## src/rtl/inst_fetch_queue_if.sv

```systemverilog
// rtl/inst_fetch_queue_if.sv - fetch-to-decode handshake bundle for the instruction fetch queue
interface inst_fetch_queue_if;
    logic        in_valid;
    logic        in_ready;
    logic [31:0] in_pc;
    logic [31:0] in_inst;
    logic        in_pred_taken;
    logic        out_valid;
    logic        out_ready;
    logic [31:0] out_pc;
    logic [31:0] out_inst;
    logic        out_pred_taken;

    // master: the fetch/decode side driving offers and consumption
    modport master (
        output in_valid, in_pc, in_inst, in_pred_taken, out_ready,
        input  in_ready, out_valid, out_pc, out_inst, out_pred_taken
    );

    modport slave (
        input  in_valid, in_pc, in_inst, in_pred_taken, out_ready,
        output in_ready, out_valid, out_pc, out_inst, out_pred_taken
    );
endinterface

```

## src/rtl/inst_fetch_queue.sv

```systemverilog
// rtl/inst_fetch_queue.sv - circular instruction queue between fetch and decode with one-cycle flush
module inst_fetch_queue #(
    parameter int DEPTH = 4,
    parameter int PTR_W = 2
) (
    input  logic                 i_clk,
    input  logic                 i_rst,
    input  logic                 i_flush,
    inst_fetch_queue_if.slave    bus,
    output logic [PTR_W:0]       o_count
);
    localparam logic [PTR_W:0]   LP_FULL    = (PTR_W+1)'(DEPTH);
    localparam logic [PTR_W:0]   LP_CNT_ONE = (PTR_W+1)'(1);
    localparam logic [PTR_W-1:0] LP_PTR_ONE = PTR_W'(1);
    localparam logic [31:0]      LP_NOP     = 32'h0000_0013;

    logic [31:0]      r_pc   [DEPTH];
    logic [31:0]      r_inst [DEPTH];
    logic             r_pred [DEPTH];
    logic [PTR_W-1:0] r_rd_ptr;
    logic [PTR_W-1:0] r_wr_ptr;
    logic [PTR_W:0]   r_cnt;

    logic w_in_ready;
    logic w_out_valid;
    logic w_push;
    logic w_pop;

    // Ready/valid come from registered occupancy only, so no input-to-output combinational path.
    assign w_in_ready  = (r_cnt != LP_FULL);
    assign w_out_valid = (r_cnt != '0);
    assign w_push      = bus.in_valid  && w_in_ready  && !i_flush && !i_rst;
    assign w_pop       = bus.out_ready && w_out_valid && !i_flush && !i_rst;

    always_ff @(posedge i_clk) begin
        if (i_rst || i_flush) begin
            r_cnt    <= '0;
            r_rd_ptr <= '0;
            r_wr_ptr <= '0;
        end else begin
            if (w_push) begin
                r_wr_ptr <= r_wr_ptr + LP_PTR_ONE;
            end
            if (w_pop) begin
                r_rd_ptr <= r_rd_ptr + LP_PTR_ONE;
            end
            if (w_push && !w_pop) begin
                r_cnt <= r_cnt + LP_CNT_ONE;
            end else if (w_pop && !w_push) begin
                r_cnt <= r_cnt - LP_CNT_ONE;
            end
        end
    end

    // Entry storage is never cleared; stale contents are hidden by the occupancy count.
    always_ff @(posedge i_clk) begin
        if (w_push) begin
            r_pc[r_wr_ptr]   <= bus.in_pc;
            r_inst[r_wr_ptr] <= bus.in_inst;
            r_pred[r_wr_ptr] <= bus.in_pred_taken;
        end
    end

    assign bus.in_ready       = w_in_ready;
    assign bus.out_valid      = w_out_valid;
    assign bus.out_pc         = w_out_valid ? r_pc[r_rd_ptr]   : 32'h0;
    assign bus.out_inst       = w_out_valid ? r_inst[r_rd_ptr] : LP_NOP;
    assign bus.out_pred_taken = w_out_valid ? r_pred[r_rd_ptr] : 1'b0;
    assign o_count            = r_cnt;
endmodule

```

## src/flat_wrapper.sv

```systemverilog
// flat-port wrapper written by rule: the top's interface ports become plain ports
module inst_fetch_queue_flat 
#(
    parameter int DEPTH = 4,
    parameter int PTR_W = 2
)
  (i_clk, i_rst, i_flush, o_count, bus_in_valid, bus_in_pc, bus_in_inst, bus_in_pred_taken, bus_out_ready, bus_in_ready, bus_out_valid, bus_out_pc, bus_out_inst, bus_out_pred_taken);
  inst_fetch_queue_if bus_i ();
  input  logic i_clk;
  input  logic i_rst;
  input  logic i_flush;
  output logic [PTR_W:0] o_count;
  input wire logic [$bits(bus_i.in_valid)-1:0] bus_in_valid;
  input wire logic [$bits(bus_i.in_pc)-1:0] bus_in_pc;
  input wire logic [$bits(bus_i.in_inst)-1:0] bus_in_inst;
  input wire logic [$bits(bus_i.in_pred_taken)-1:0] bus_in_pred_taken;
  input wire logic [$bits(bus_i.out_ready)-1:0] bus_out_ready;
  output wire logic [$bits(bus_i.in_ready)-1:0] bus_in_ready;
  output wire logic [$bits(bus_i.out_valid)-1:0] bus_out_valid;
  output wire logic [$bits(bus_i.out_pc)-1:0] bus_out_pc;
  output wire logic [$bits(bus_i.out_inst)-1:0] bus_out_inst;
  output wire logic [$bits(bus_i.out_pred_taken)-1:0] bus_out_pred_taken;
  assign bus_i.in_valid = bus_in_valid;
  assign bus_i.in_pc = bus_in_pc;
  assign bus_i.in_inst = bus_in_inst;
  assign bus_i.in_pred_taken = bus_in_pred_taken;
  assign bus_i.out_ready = bus_out_ready;
  assign bus_in_ready = bus_i.in_ready;
  assign bus_out_valid = bus_i.out_valid;
  assign bus_out_pc = bus_i.out_pc;
  assign bus_out_inst = bus_i.out_inst;
  assign bus_out_pred_taken = bus_i.out_pred_taken;
  inst_fetch_queue #(.DEPTH(DEPTH), .PTR_W(PTR_W)) u_core (.i_clk(i_clk), .i_rst(i_rst), .i_flush(i_flush), .bus(bus_i), .o_count(o_count));
endmodule
```

## config.mk

```make
export PLATFORM = sky130hd
export DESIGN_NAME = inst_fetch_queue_flat
export DESIGN_NICKNAME = d
export VERILOG_FILES = /design/src/rtl/inst_fetch_queue_if.sv /design/src/rtl/inst_fetch_queue.sv /design/src/flat_wrapper.sv
export SDC_FILE = /design/constraint.sdc
export NUM_CORES = 1
export LEC_CHECK = 0
export ABC_AREA = 1
export CORE_MARGIN = 2
export CORE_UTILIZATION = 40
export DETAILED_ROUTE_END_ITERATION = 12
export PLACE_DENSITY = 0.6
export SYNTH_ARGS = -nofsm -noshare
export SYNTH_HDL_FRONTEND = slang
export SYNTH_SLANG_ARGS = --single-unit
export TNS_END_PERCENT = 30
```

## constraint.sdc

```tcl
create_clock -name i_clk -period 4.6 [get_ports i_clk]
set_input_delay 0.46 -clock i_clk [delete_from_list [all_inputs] [get_ports i_clk]]
set_output_delay 0.46 -clock i_clk [all_outputs]
set_load 0.03 [all_outputs]
```

; ---- After elaboration in Yosys (flattened, before gate mapping)
; Memories as Yosys holds them, arrays and structs flattened. A register that Yosys moved wholly into a read port is not among the register bits.
; Index checks and enable logic that the tools add are counted.
[classes]
addsub = 4
eq_ne = 1
muxes = 13
reduce_logical = 15
[ops]
columns = cell, count
row1 = $mux 32, 2
row2 = $mux 2, 6
row3 = $logic_and 1x1->1, 8
row4 = $mux 3, 2
row5 = $add 2x1->2 const B, 2
row6 = $logic_not 1->1, 4
row7 = $add 3x1->3 const B, 1
row8 = $mux 1, 3
row9 = $ne 3x3->1 const B, 1
row10 = $reduce_bool 3->1, 1
row11 = $sub 3x1->3 const B, 1
row12 = $reduce_bool 2->1, 1
row13 = $logic_or 1x1->1, 1
[word_totals]
register_bits = 7
ramBits = 260
in_bits = 70
out_inout_bits = 70
mem_count = 3
[memory_table]
columns = memory, depth, word_bits, read_ports, rd_clocked_by_memory_dff, write_ports, line_no
row1 = u_core.r_inst, 4, 32, 1, 1, 1, inst_fetch_queue.sv:18  ; logic [31:0] r_inst [DEPTH];
row2 = u_core.r_pc, 4, 32, 1, 1, 1, inst_fetch_queue.sv:17  ; logic [31:0] r_pc [DEPTH];
row3 = u_core.r_pred, 4, 1, 1, 1, 1, inst_fetch_queue.sv:19  ; logic r_pred [DEPTH];

; ---- Logic depth before layout (Yosys ltp)
[depth]
depth_word = 8
depth_mapped = 14
depth_no_buf = 14

; ---- Least setup slack after synthesis
; No wires, ideal clock.
[synth_path]
path_type = reg2reg
start = reg u_core.r_cnt[1], in the netlist u_core.o_count[1]
end = mem u_core.r_inst[0][0] (enable)
setup_ns = 0.489
arrival_time_ns = 4.011
required_time_ns = 4.111
path_slack_ns = 0.100
stages_incl_launch_ff = 5
n_path_buf = 0
synth_period_minus_slack_ns = 4.500
path_cell_list = dfxtp_1 -> inv_1 -> nand3_1 -> nand3_1 -> nor2_1
[synth_via]
elab_chain_cells = 6
[synth_lines]
columns = item, line_no
row1 = start: declaration, inst_fetch_queue.sv:22  ; logic [PTR_W:0] r_cnt;
row2 = start signal: assignment, inst_fetch_queue.sv:48  ; r_cnt <= r_cnt + LP_CNT_ONE;
row3 = start signal: assignment, inst_fetch_queue.sv:50  ; r_cnt <= r_cnt - LP_CNT_ONE;
row4 = $ne 3x3->1, inst_fetch_queue.sv:30  ; assign w_in_ready = (r_cnt != LP_FULL);
row5 = via bus_in_ready, flat_wrapper.sv:18  ; output wire logic [$bits(bus_i.in_ready)-1:0] bus_in_ready;
row6 = $logic_and 1x1->1 (3 in series), inst_fetch_queue.sv:32  ; assign w_push = bus.in_valid && w_in_ready && !i_flush && !i_rst;
row7 = $mux 1, inst_fetch_queue.sv:57  ; if (w_push) begin
row8 = $mux 1 (not written as such), inst_fetch_queue.sv:59  ; r_inst[r_wr_ptr] <= bus.in_inst;
row9 = end: declaration, inst_fetch_queue.sv:18
; The timed path passes the listed nets, and every way through them passes these cells.

==> impl_metrics.ini <==
[outcome]
status = completed

[pwr]
power_mw = 5.18
peakVddDrop_mv = 0.319
power_density_mw_per_mm2 = 394
leakagePower_nw = 4.38

[sta]
finalSetupViolations = 0
fmax_ghz = 0.261
worst_pin_slew_ps = 984
slew_violations = 0
rsz0062_at_grt = no
hold_viol_final = 0
fin_crit_sh_pct = 83.4
relSlewSlack_pct = 34.4
fin_tns_setup_ps = 0
period_minus_slack_ps = 3840
finClkSkew_ps = 8.33

[worst_setup_path]
crit_required_ps = 4140
arrival_ps = 3380
worstSetupPathType = reg2out
reg2reg_slack_ps = 2210
r2r-start = u_core.o_count[1]$_SDFFE_PP0P_
critPathLaunchType = flop
reg2reg_to = u_core.r_pc[2][5]$_DFFE_PP_
cp-end-kind = output pin
ff2ff_path_depth = 5
cp_max_fo = 80

[global_routing]
gr-total-overflow = 0
grt_max_degree = 81
grt_pass1_vias = 6548
antenna_found_initial = 0
grt_pass1_wl_um = 35000
grt_use_total_pct = 15.9

[logic_synthesis]
seq_area_frac_synth_pct = 75.4
syn_nets = 914
synth_top_family_by_area = simple AND/OR/NAND/NOR gates
synthCells = 838
syn_area_per_cell_um2 = 12.6
yosysWarningCount = 0
synth_xor_area_share_pct = 0
synth-compound-area-share_pct = 9.74
synth_area_leader_cell = edfxtp_1
synth-seq-cells = 269
synth_mux_area_share_pct = 0
yosysTopAreaCellShare_pct = 73.7
synthSimpleGateAreaFrac_pct = 10.3
synthesis.area_mm2 = 0.0106
synth.distinct_cells = 19
synth_area_leaders = edfxtp_1 (74%), nor2_1 (9.1%), a21oi_1 (3.6%)
synth_fa_ha_area_share_pct = 0.780

[hold_path]
hp-class = reg2reg
min_path_cells = 2
hp-start = u_core.r_rd_ptr[1]$_SDFFE_PP0P_

[clock_network]
clk_pin_slew_ps = 60
clockRootBuffer = clkbuf_16
cts_sinks = 269
clock_latency_ps = 530
postCtsHoldBufs = 0
cts_max_level = 1
clk_path_buf_depth = 3
cts_resized = 0
numCtsBuffers = 28
post_cts_buffers = 0
cts_tree = done

[finish]
areaGrowthSynthToFinish_pct = 24.1
nets = 1044
fin_area_mm2 = 0.0131
final_layout_size_suffix_gt1_share_pct = 6.07
fillCellCount = 2260

[drt]
routed_wl_um = 22700
final_antenna_net_count = 0
drt_iter0_drc = 460
drt-wirelength-per-cell_um = 17.1
firstDrtPassIters = 5
via_per_inst = 5.00
drc = 0
via_count = 6623

[floorplan]
dieArea_mm2 = 0.0278
start_util_pct = 40.6
die_h_um = 167
rows = 59
core_area_mm2 = 0.0261
die-width_um = 167
io-pin-count = 140

[placement]
placed_cell_area_mm2 = 0.0122
dp_hpwl_um = 11900
gp_congestion = 0.742
port-buffer-count = 139

[run]
cap_violations = 0
[worst max-delay path: stages (launching register included)]
cell and delay (ps):
dfxtp_4 910, buf_4 610, nor2_1 100, nor2_1 100
o21ai_0 100, a21oi_1 270, clkdlybuf4s50_1 720
[area by class of cell]
cell class | count | area, um2 | area share [%]
clock inverters | 10 | 100 | 0.762
diodes | 1 | 2.50 | 0.0190
inverters | 21 | 81.3 | 0.619
clock buffers | 40 | 797 | 6.06
well taps | 335 | 419 | 3.19
flip-flops and latches | 269 | 7990 | 60.8
repair buffers | 149 | 1520 | 11.5
multi-input cells | 499 | 2230 | 17.0
[per-stage QoR]
stage	hold WS (ps)	std cells	util, %	worst slack, ps
2_1_floorplan	468	838	-	100
3_5_place_dp	482	1273	47.0	1300
3_3_place_gp	483	1273	47.0	1350
6_report	485	1324	50.4	762
4_1_cts	491	1323	50.4	714
5_1_grt	538	1323	50.4	533
[how the worst max path moves through the flow]
stage	startpoint	end	slack [ps]
after floorplan	u_core.o_count[1]$_SDFFE_PP0P_	u_core.r_inst[0][0]$_DFFE_PP_	100
after global placement	flop	bus_out_pc[18]	1350
after detailed placement	flop	bus_out_pc[14]	1300
after CTS	flop	bus_out_pc[14]	710
after global routing	flop	bus_out_pc[18]	530
final	flop	bus_out_pc[14]	760
[synth_stat cells]
cell type,n
edfxtp_1,260
nor2_1,256
a21oi_1,76
o21ai_0,72
o21ai_1,58
nand2_1,25
buf_2,23
inv_1,18
buf_6,11
dfxtp_1,9
clkbuf_2,8
clkbuf_1,5
ha_1,5
nand3_1,5
inv_2,3
buf_4,1
buf_8,1
fa_1,1
nand3_2,1
[cell families after synthesis]
| logic type | after synthesis |
|---|---|
| adder cells (fa/ha/maj) | 6 |
| AO/OA/AOI/OAI | 206 |
| AND/OR/NAND/NOR | 287 |
| buffers and inverters | 70 |
| flip-flops | 269 |
[per-layer routing]
layer,vias to the layer above,track usage (%),share of wire (%)
met3,42,2.73,5.4
met5,-,0,0
li1,3214,-,-
met2,184,28.1,50
met1,3183,20.4,42
met4,0,4.46,2.5
[registers in the layout (all words and copies together), names as in the netlist, named ones only]
signal           count
u_core.r_pred        4
u_core.r_wr_ptr      2
u_core.o_count       3
u_core.r_pc        128
u_core.r_inst      128
u_core.r_rd_ptr      2
[layout by cell type, fill, tap and decap left out]
| cell type | count |
|---|---|
| dfxtp_4 | 1 |
| a21oi_1 | 76 |
| nand2_1 | 25 |
| clkinv_2 | 5 |
| fa_1 | 1 |
| o21ai_1 | 58 |
| clkinvlp_4 | 1 |
| dfxtp_2 | 1 |
| inv_2 | 2 |
| nand3_1 | 5 |
| o21ai_0 | 72 |
| edfxtp_1 | 260 |
| nor2_1 | 252 |
| dfxtp_1 | 7 |
| inv_4 | 1 |
| clkbuf_8 | 3 |
| clkbuf_1 | 8 |
| inv_1 | 18 |
| buf_4 | 6 |
| clkdlybuf4s50_1 | 139 |
| buf_12 | 4 |
| ha_1 | 5 |
| nor2_4 | 4 |
| clkinv_1 | 2 |
| nand3_2 | 1 |
| bufinv_16 | 2 |
| clkbuf_16 | 29 |
| diode_2 | 1 |
[power breakdown]
| part | leakage [nW] | internal [mW] | switching, mW | total, mW |
|---|---|---|---|---|
| clock | 0.439 | 1.31 | 0.869 | 2.18 |
| combinational | 1.52 | 0.118 | 0.163 | 0.281 |
| sequential | 2.42 | 2.71 | 0.00733 | 2.72 |
| total | 4.38 | 4.14 | 1.04 | 5.18 |
(Power assumes the default switching activity.)
